$ cat src/rtl/muxn_pkg.sv
// Shared definitions for the muxn_stream multiplexer: mode selectors,
// bus-size limits and the channel-slice helper.
package muxn_pkg;

    localparam int MODE_SEL = 0;  // channel picked by the external sel port
    localparam int MODE_RR  = 1;  // channel picked by round-robin arbitration

    localparam int MAX_N = 16;
    localparam int MAX_W = 64;
    localparam int BUS_W = MAX_N * MAX_W;

    // Returns channel idx of a packed channel bus whose channels are w bits wide.
    // The result is MAX_W bits wide and carries neighbouring-channel bits above w,
    // so the caller truncates to its own width.
    function automatic logic [MAX_W-1:0] channel_slice(
        input logic [BUS_W-1:0] bus,
        input int unsigned      idx,
        input int unsigned      w
    );
        logic [BUS_W-1:0] shifted;
        shifted = bus >> (idx * w);
        return shifted[MAX_W-1:0];
    endfunction

endpackage

$ cat src/rtl/muxn_stream_rr_arbiter.sv
// Round-robin arbiter: combinational priority search starting at ptr, plus the
// ptr register, which moves to one past the granted channel when advance_i is set.
module rr_arbiter #(
    parameter int N  = 4,
    parameter int SW = $clog2(N)
) (
    input  logic          clk,
    input  logic          rst_n,
    input  logic [N-1:0]  req_i,
    input  logic          advance_i,
    output logic          grant_valid_o,
    output logic [SW-1:0] grant_idx_o
);

    logic [SW-1:0]  ptr_q, ptr_d;
    logic [2*N-1:0] req_dbl;
    logic [N-1:0]   req_rot;
    logic [SW:0]    idx_sum;

    // Rotate the requests so that bit 0 is the channel at ptr.
    assign req_dbl = {req_i, req_i} >> ptr_q;
    assign req_rot = req_dbl[N-1:0];

    // Lowest rotated request wins; map its offset back to an absolute index mod N.
    always_comb begin
        // NOTE: every output of a combinational block gets a default first,
        // otherwise paths that skip an assignment infer a latch.
        grant_valid_o = 1'b0;
        idx_sum       = '0;
        for (int i = N - 1; i >= 0; i--) begin
            if (req_rot[i]) begin
                grant_valid_o = 1'b1;
                idx_sum       = {1'b0, ptr_q} + (SW+1)'(i);
            end
        end
        if (idx_sum >= (SW+1)'(N)) begin
            idx_sum = idx_sum - (SW+1)'(N);
        end
        grant_idx_o = idx_sum[SW-1:0];
    end

    // The next search starts one past the channel just granted, wrapping at N-1.
    always_comb begin
        ptr_d = ptr_q;
        if (advance_i) begin
            ptr_d = (grant_idx_o == SW'(N - 1)) ? '0 : grant_idx_o + 1'b1;
        end
    end

    // Pointer register.
    always_ff @(posedge clk or negedge rst_n) begin
        // NOTE: state registers use non-blocking assignments so every flop
        // samples the pre-edge values, whatever order the blocks are evaluated in.
        if (!rst_n) begin
            ptr_q <= '0;
        end else begin
            ptr_q <= ptr_d;
        end
    end

endmodule

$ cat src/rtl/muxn_stream.sv
// N-channel, W-bit stream multiplexer. The chosen channel comes from sel
// (MODE_SEL) or from round-robin arbitration (MODE_RR). The chosen word goes
// into a single-entry output register with a valid/ready handshake. The
// register can take a new word on the same edge its old word drains, so the
// multiplexer sustains one word per cycle.
module muxn_stream
    import muxn_pkg::*;
#(
    parameter int N    = 4,
    parameter int W    = 8,
    parameter int MODE = MODE_SEL,
    parameter int SW   = $clog2(N)
) (
    input  logic           clk,
    input  logic           rst_n,
    input  logic [N*W-1:0] in_data,
    input  logic [N-1:0]   in_valid,
    output logic [N-1:0]   in_ready,
    input  logic [SW-1:0]  sel,
    output logic [W-1:0]   out_data,
    output logic           out_valid,
    input  logic           out_ready,
    output logic [SW-1:0]  out_grant
);

    logic             out_valid_q, out_valid_d;
    logic [W-1:0]     out_data_q, out_data_d;
    logic [SW-1:0]    out_grant_q, out_grant_d;

    logic             can_load;
    logic             load;
    logic             chosen_valid;
    logic [SW-1:0]    chosen_idx;
    logic [BUS_W-1:0] data_ext;
    logic [W-1:0]     words [N];
    logic [W-1:0]     load_word;

    // The register can accept a word when it is empty or draining this cycle.
    // rst_n gates it so that no channel sees ready while reset is held.
    assign can_load = rst_n && (!out_valid_q || out_ready);
    assign load     = can_load && chosen_valid;

    assign data_ext = BUS_W'(in_data);

    for (genvar g = 0; g < N; g++) begin : g_words
        assign words[g] = W'(channel_slice(data_ext, g, W));
    end

    if (MODE == MODE_RR) begin : g_rr
        logic unused_sel;
        assign unused_sel = ^sel;

        rr_arbiter #(
            .N  (N),
            .SW (SW)
        ) u_arb (
            .clk           (clk),
            .rst_n         (rst_n),
            .req_i         (in_valid),
            .advance_i     (load),
            .grant_valid_o (chosen_valid),
            .grant_idx_o   (chosen_idx)
        );
    end else begin : g_sel
        // Direct select decode. A sel value of N or more matches no channel.
        always_comb begin
            chosen_valid = 1'b0;
            chosen_idx   = sel;
            for (int i = 0; i < N; i++) begin
                if (sel == SW'(i) && in_valid[i]) begin
                    chosen_valid = 1'b1;
                end
            end
        end
    end

    assign in_ready = load ? (N'(1) << chosen_idx) : '0;

    // AND-OR mux on the one-hot ready vector selects the word being loaded.
    always_comb begin
        load_word = '0;
        for (int i = 0; i < N; i++) begin
            if (in_ready[i]) begin
                load_word = load_word | words[i];
            end
        end
    end

    // Next-state for the output stage: load replaces the word, drain-only empties it.
    always_comb begin
        out_valid_d = out_valid_q;
        out_data_d  = out_data_q;
        out_grant_d = out_grant_q;
        if (load) begin
            out_valid_d = 1'b1;
            out_data_d  = load_word;
            out_grant_d = chosen_idx;
        end else if (out_valid_q && out_ready) begin
            out_valid_d = 1'b0;
        end
    end

    // Output register stage.
    always_ff @(posedge clk or negedge rst_n) begin
        if (!rst_n) begin
            out_valid_q <= 1'b0;
            out_data_q  <= '0;
            out_grant_q <= '0;
        end else begin
            out_valid_q <= out_valid_d;
            out_data_q  <= out_data_d;
            out_grant_q <= out_grant_d;
        end
    end

    assign out_valid = out_valid_q;
    assign out_data  = out_data_q;
    assign out_grant = out_grant_q;

endmodule

$ cat config.mk
export PLATFORM = sky130hd
export DESIGN_NAME = muxn_stream
export DESIGN_NICKNAME = d
export VERILOG_FILES = /design/src/rtl/muxn_pkg.sv /design/src/rtl/muxn_stream_rr_arbiter.sv /design/src/rtl/muxn_stream.sv
export SDC_FILE = /design/constraint.sdc
export NUM_CORES = 1
export LEC_CHECK = 0
export CAP_MARGIN = 15
export CORE_UTILIZATION = 38
export DETAILED_ROUTE_END_ITERATION = 8
export PLACE_DENSITY = 0.85
export SETUP_SLACK_MARGIN = 0.05
export SYNTH_ARGS = -nofsm -noshare
export SYNTH_HDL_FRONTEND = slang
export SYNTH_SLANG_ARGS = --single-unit
$ cat constraint.sdc
create_clock -name clk -period 4.46 [get_ports clk]
set_input_delay 1.115 -clock clk [delete_from_list [all_inputs] [get_ports clk]]
set_output_delay 1.115 -clock clk [all_outputs]
set_load 0.1 [all_outputs]
=== Yosys cells after proc, flatten, opt, wreduce, memory -nomap -nowiden ===
Index checks and enable logic that the tools add are counted.

* Bits in registers: 11
* Input bits: 41

* Shifts and indexed selects: 1
* Equal/unequal tests: 3
* Bitwise operators: 3
* Reductions and logical operators: 11
* Mux-type cells: 11

{| class="wikitable"
|+ Operators with widths
! cell !! count
|-
| 8-bit 2-to-1 mux || 4
|-
| 8-bit bitwise OR || 3
|-
| 1-bit logical AND || 7
|-
| 1-bit 2-to-1 mux || 6
|-
| 2-bit == test (second input constant) || 2
|-
| 4-bit 2-to-1 mux || 1
|-
| 1-bit by 2-bit << shifter with 4-bit output (first input constant) || 1
|-
| 2-bit by 1-bit == test with 1-bit output (second input constant) || 1
|-
| 2-bit logical NOT || 1
|-
| 2-bit nonzero test || 1
|-
| 1-bit logical NOT || 1
|-
| 1-bit logical OR || 1
|}

=== Logic depth before layout (Yosys ltp) ===
* Word-level depth: 15
* Gate-level depth with buffers: 5
* Depth with buffers taken out: 3

=== Least setup slack after synthesis ===
Ideal clock, no wire load.

* Kind: input -> output
* From: input port sel[0]
* To: output port in_ready[0]
* Slack: -0.591 ns
* Cell stages on the path: 5
* Arrival time: 3.936 ns
* Data required time: 3.345 ns
* Cell sequence: buf_6 -> mux4_2 -> nand3_2 -> buf_6 -> nor3_1

* Longest elaborated chain between the ends: 8
* Elaborated cells on any way between the ends: 15

{| class="wikitable"
|+ Ends and longest elaborated chain
! element !! line !! source
|-
| from (decl) || muxn_stream.sv:19 || <nowiki>input logic [SW-1:0] sel,</nowiki>
|-
| 2-bit logical NOT || muxn_stream.sv:70 || <nowiki>if (sel == SW'(i) && in_valid[i]) begin</nowiki>
|-
| 1-bit logical AND || muxn_stream.sv:70 ||
|-
| 1-bit 2-to-1 mux (4 in series) || muxn_stream.sv:70 ||
|-
| 1-bit logical AND || muxn_stream.sv:41 || <nowiki>assign load = can_load && chosen_valid;</nowiki>
|-
| 4-bit 2-to-1 mux * || muxn_stream.sv:77 || <nowiki>assign in_ready = load ? (N'(1) << chosen_idx) : '0;</nowiki>
|-
| to (decl) || muxn_stream.sv:18 || <nowiki>output logic [N-1:0] in_ready,</nowiki>
|}

Every way passes the cells marked *; elsewhere a longest branch is shown, timed or not.

=== Worst setup path in the final report ===
* From: input port sel[0]
* To: output port in_ready[3]

Same word-level chain as after synthesis.

==> results.cfg <==
[placement]
hpwl_um = 2040
gp_congestion = 0.797
numPlacedInstances = 163
pre_cts_ws_ns = 0.417
dpl_cell_area_um2 = 1450
io_buffers = 55

[drt]
avgViaCountPerCell = 5.59
drc_errors = 0
dr.first_iter.drc_count = 17
routed-via-count = 934
ant_nets = 0
routed_wl_um = 2610
wl_per_cell_um = 15.6
drtPass1Iterations = 5

[timing]
maxSlewViolCount = 0
relSlewSlack_pct = 33.9
finalCritPeriodShare_pct = 90.9
fin_setup_tns_ns = 0
fin_ws_ns = 0.408
fin_skew_ns = 0.00955
hold_violations = 0
worst-slew-pin-transition_ns = 0.988
period_needed_ns = 4.05
rsz0062_at_grt = false
finalSetupViolations = 0
whs_ns = 0.541
max_freq_ghz = 0.247

[worst_setup_path]
path_class = input pin to output port
cpMaxStageDelayCell = mux4_2
start_kind = input pin
crit_path_end_kind = output port
rrSetupSlack_ns = 3.23
crit_chain = clkdlybuf4s50_1 > mux4_2 > nand3_2 > and2b_1 > buf_12
reg2reg_depth = 4
worstReg2RegStart = out_valid
crit_fanout = 12
worst_ep_required_time_ns = 3.35
max_stage_delay_ns = 0.63
r2r-end = out_grant[1]
critical_path_arrival_ns = 2.94

[global_route]
grt_usage_pct = 23.2
grt_start_max_net_pins = 32
grt-ovfl-total = 0
grt_pass1_wl_um = 4090
grt_pass1_vias = 870
antenna_found_initial = 0

[die]
num_io_pins = 56
die_height_um = 48.8
die-area_um2 = 2380
start_util_pct = 41.6
die_w_um = 48.8
fp-row-count = 16
core_um2 = 2000

[min_path]
min_from = out_grant[0]
hp-class = register to register
hold_end = out_grant[0]
hold_depth = 1

[synthesis]
synth_top_area_share_pct = 33.0
yosysWarnings = 0
yosys.area.top_type = dfrtp_1
ys_top_cells_by_area = dfrtp_1 33%, a31o_2 9.5%, mux2_2 9.5%
synth_cells = 85
synth-seq-cells = 11
synth.distinct_cells = 24
synth-main-ff-cell = dfrtp_1
avgSynthCellArea_um2 = 9.80
seq_area_frac_synth_pct = 33.0
synthesis.area_um2 = 833
synth_edf_count = 0
syn_nets = 126
synthArstFlopShare_pct = 100

[cells_and_area]
antennaDiodeCount = 0
multiInputGateArea_um2 = 487
drive_gt1_share_pct = 21.4
stdcell_count = 167
regArea_um2 = 275
fillCellCount = 155
layout.nets = 182
areaGrowthSynthToFinish_pct = 76.7
final_cell_area_um2 = 1470

[cts]
ctsResizeCount = 0
clock_latency_ns = 0.27
postCtsHoldBufs = 0
post-cts-setup-buffers = 0
cts_tree = built
clock_sinks = 11
clockBufferDepth = 2
cts_root_buffer = clkbuf_4
clkTransAtPathRegs_ns = 0.08
htree_levels = 1
cts_buffers = 3

[power]
ir_drop_mv = 0.263
p_per_area_nw_per_um2 = 377
power_leakage_uw = 0.000605

[outcome]
status = completed

[job]
maxCapViolCount = 0
[worst max-delay path, delay by kind of cell]
family	cells	cell delay [ns]
muxes	1	0.63
buffers and inverters	2	0.69
and+or+nand+nor	2	0.50
[where the power goes]
part           internal, uW  switching [uW]
clock                  34.6            35.9
sequential              122            12.5
combinational           114             235
total                   271             283
[stage by stage]
step	total power, uW	util, %
2_1_floorplan	382	-
3_3_place_gp	480	72.3
3_5_place_dp	486	72.3
4_1_cts	557	73.6
5_1_grt	578	73.6
6_report	554	73.6
[placed cells by master (no fill, tap or decap)]
master / instances
clkbuf_4: 3
o211ai_1: 8
dfrtp_1: 11
and3_1: 2
nor2_1: 1
nand3_2: 1
nand4_1: 8
nand2b_1: 1
and2b_1: 1
buf_12: 4
nand3_1: 1
inv_1: 8
a22o_1: 1
mux2_2: 7
buf_4: 4
clkbuf_1: 1
mux4_2: 1
nand2_1: 1
nor3_2: 1
a31o_2: 9
and2_1: 1
clkdlybuf4s50_1: 51
a22oi_1: 4
a2bb2oi_1: 4
mux2i_1: 4
and3b_1: 2
[synth_stat cells (2+ instances only)]
cell	instances
mux2_2	7
and3b_1	2
clkbuf_1	5
a2bb2oi_1	4
mux2i_1	4
dfrtp_1	11
buf_6	2
nand4_1	8
o211ai_1	8
a22oi_1	4
and3_1	2
a31o_2	9
inv_1	8
[flip-flops by register name (all words and copies together), names as in the netlist]
register / cells
out_data: 8
out_valid: 1
out_grant: 2
[cells by family after synthesis]
| kind of cell | share of synthesized area [%] |
|---|---|
| compound gates | 25.5 |
| simple gates | 15.3 |
| buf+inv | 9.16 |
| mux | 17.0 |
| flops | 33.0 |
[routing by layer]
layer	track usage (%)	part of all wire [%]	vias up	wire length [um]
met2	39.4	51	43	1330
li1	-	-	445	-
met4	11.8	1.9	0	50
met1	27.2	41	440	1070
met5	0	0	-	0
met3	5.30	6.5	6	169
[final cells by class]
class | instances | share of cell area (%)
well taps | 27 | 2.29
inverters | 8 | 2.04
repair buffers | 59 | 42.1
clock buffers | 4 | 1.78
multi-input cells | 58 | 33.1
flip-flops and latches | 11 | 18.7
[how the worst max path moves through the flow]
stage / startpoint / end / slack (ns) / cells after the start
after floorplan: sel[0] / in_ready[0] / 0.28 / 5
final: sel[0] / in_ready[3] / 0.41 / 5
after CTS: sel[0] / in_ready[3] / 0.41 / 5
after global placement: sel[0] / in_ready[3] / 0.45 / 5
after detailed placement: sel[0] / in_ready[3] / 0.42 / 5
after global routing: sel[0] / in_ready[3] / 0.36 / 5
Power figures use the tool's default switching activity.
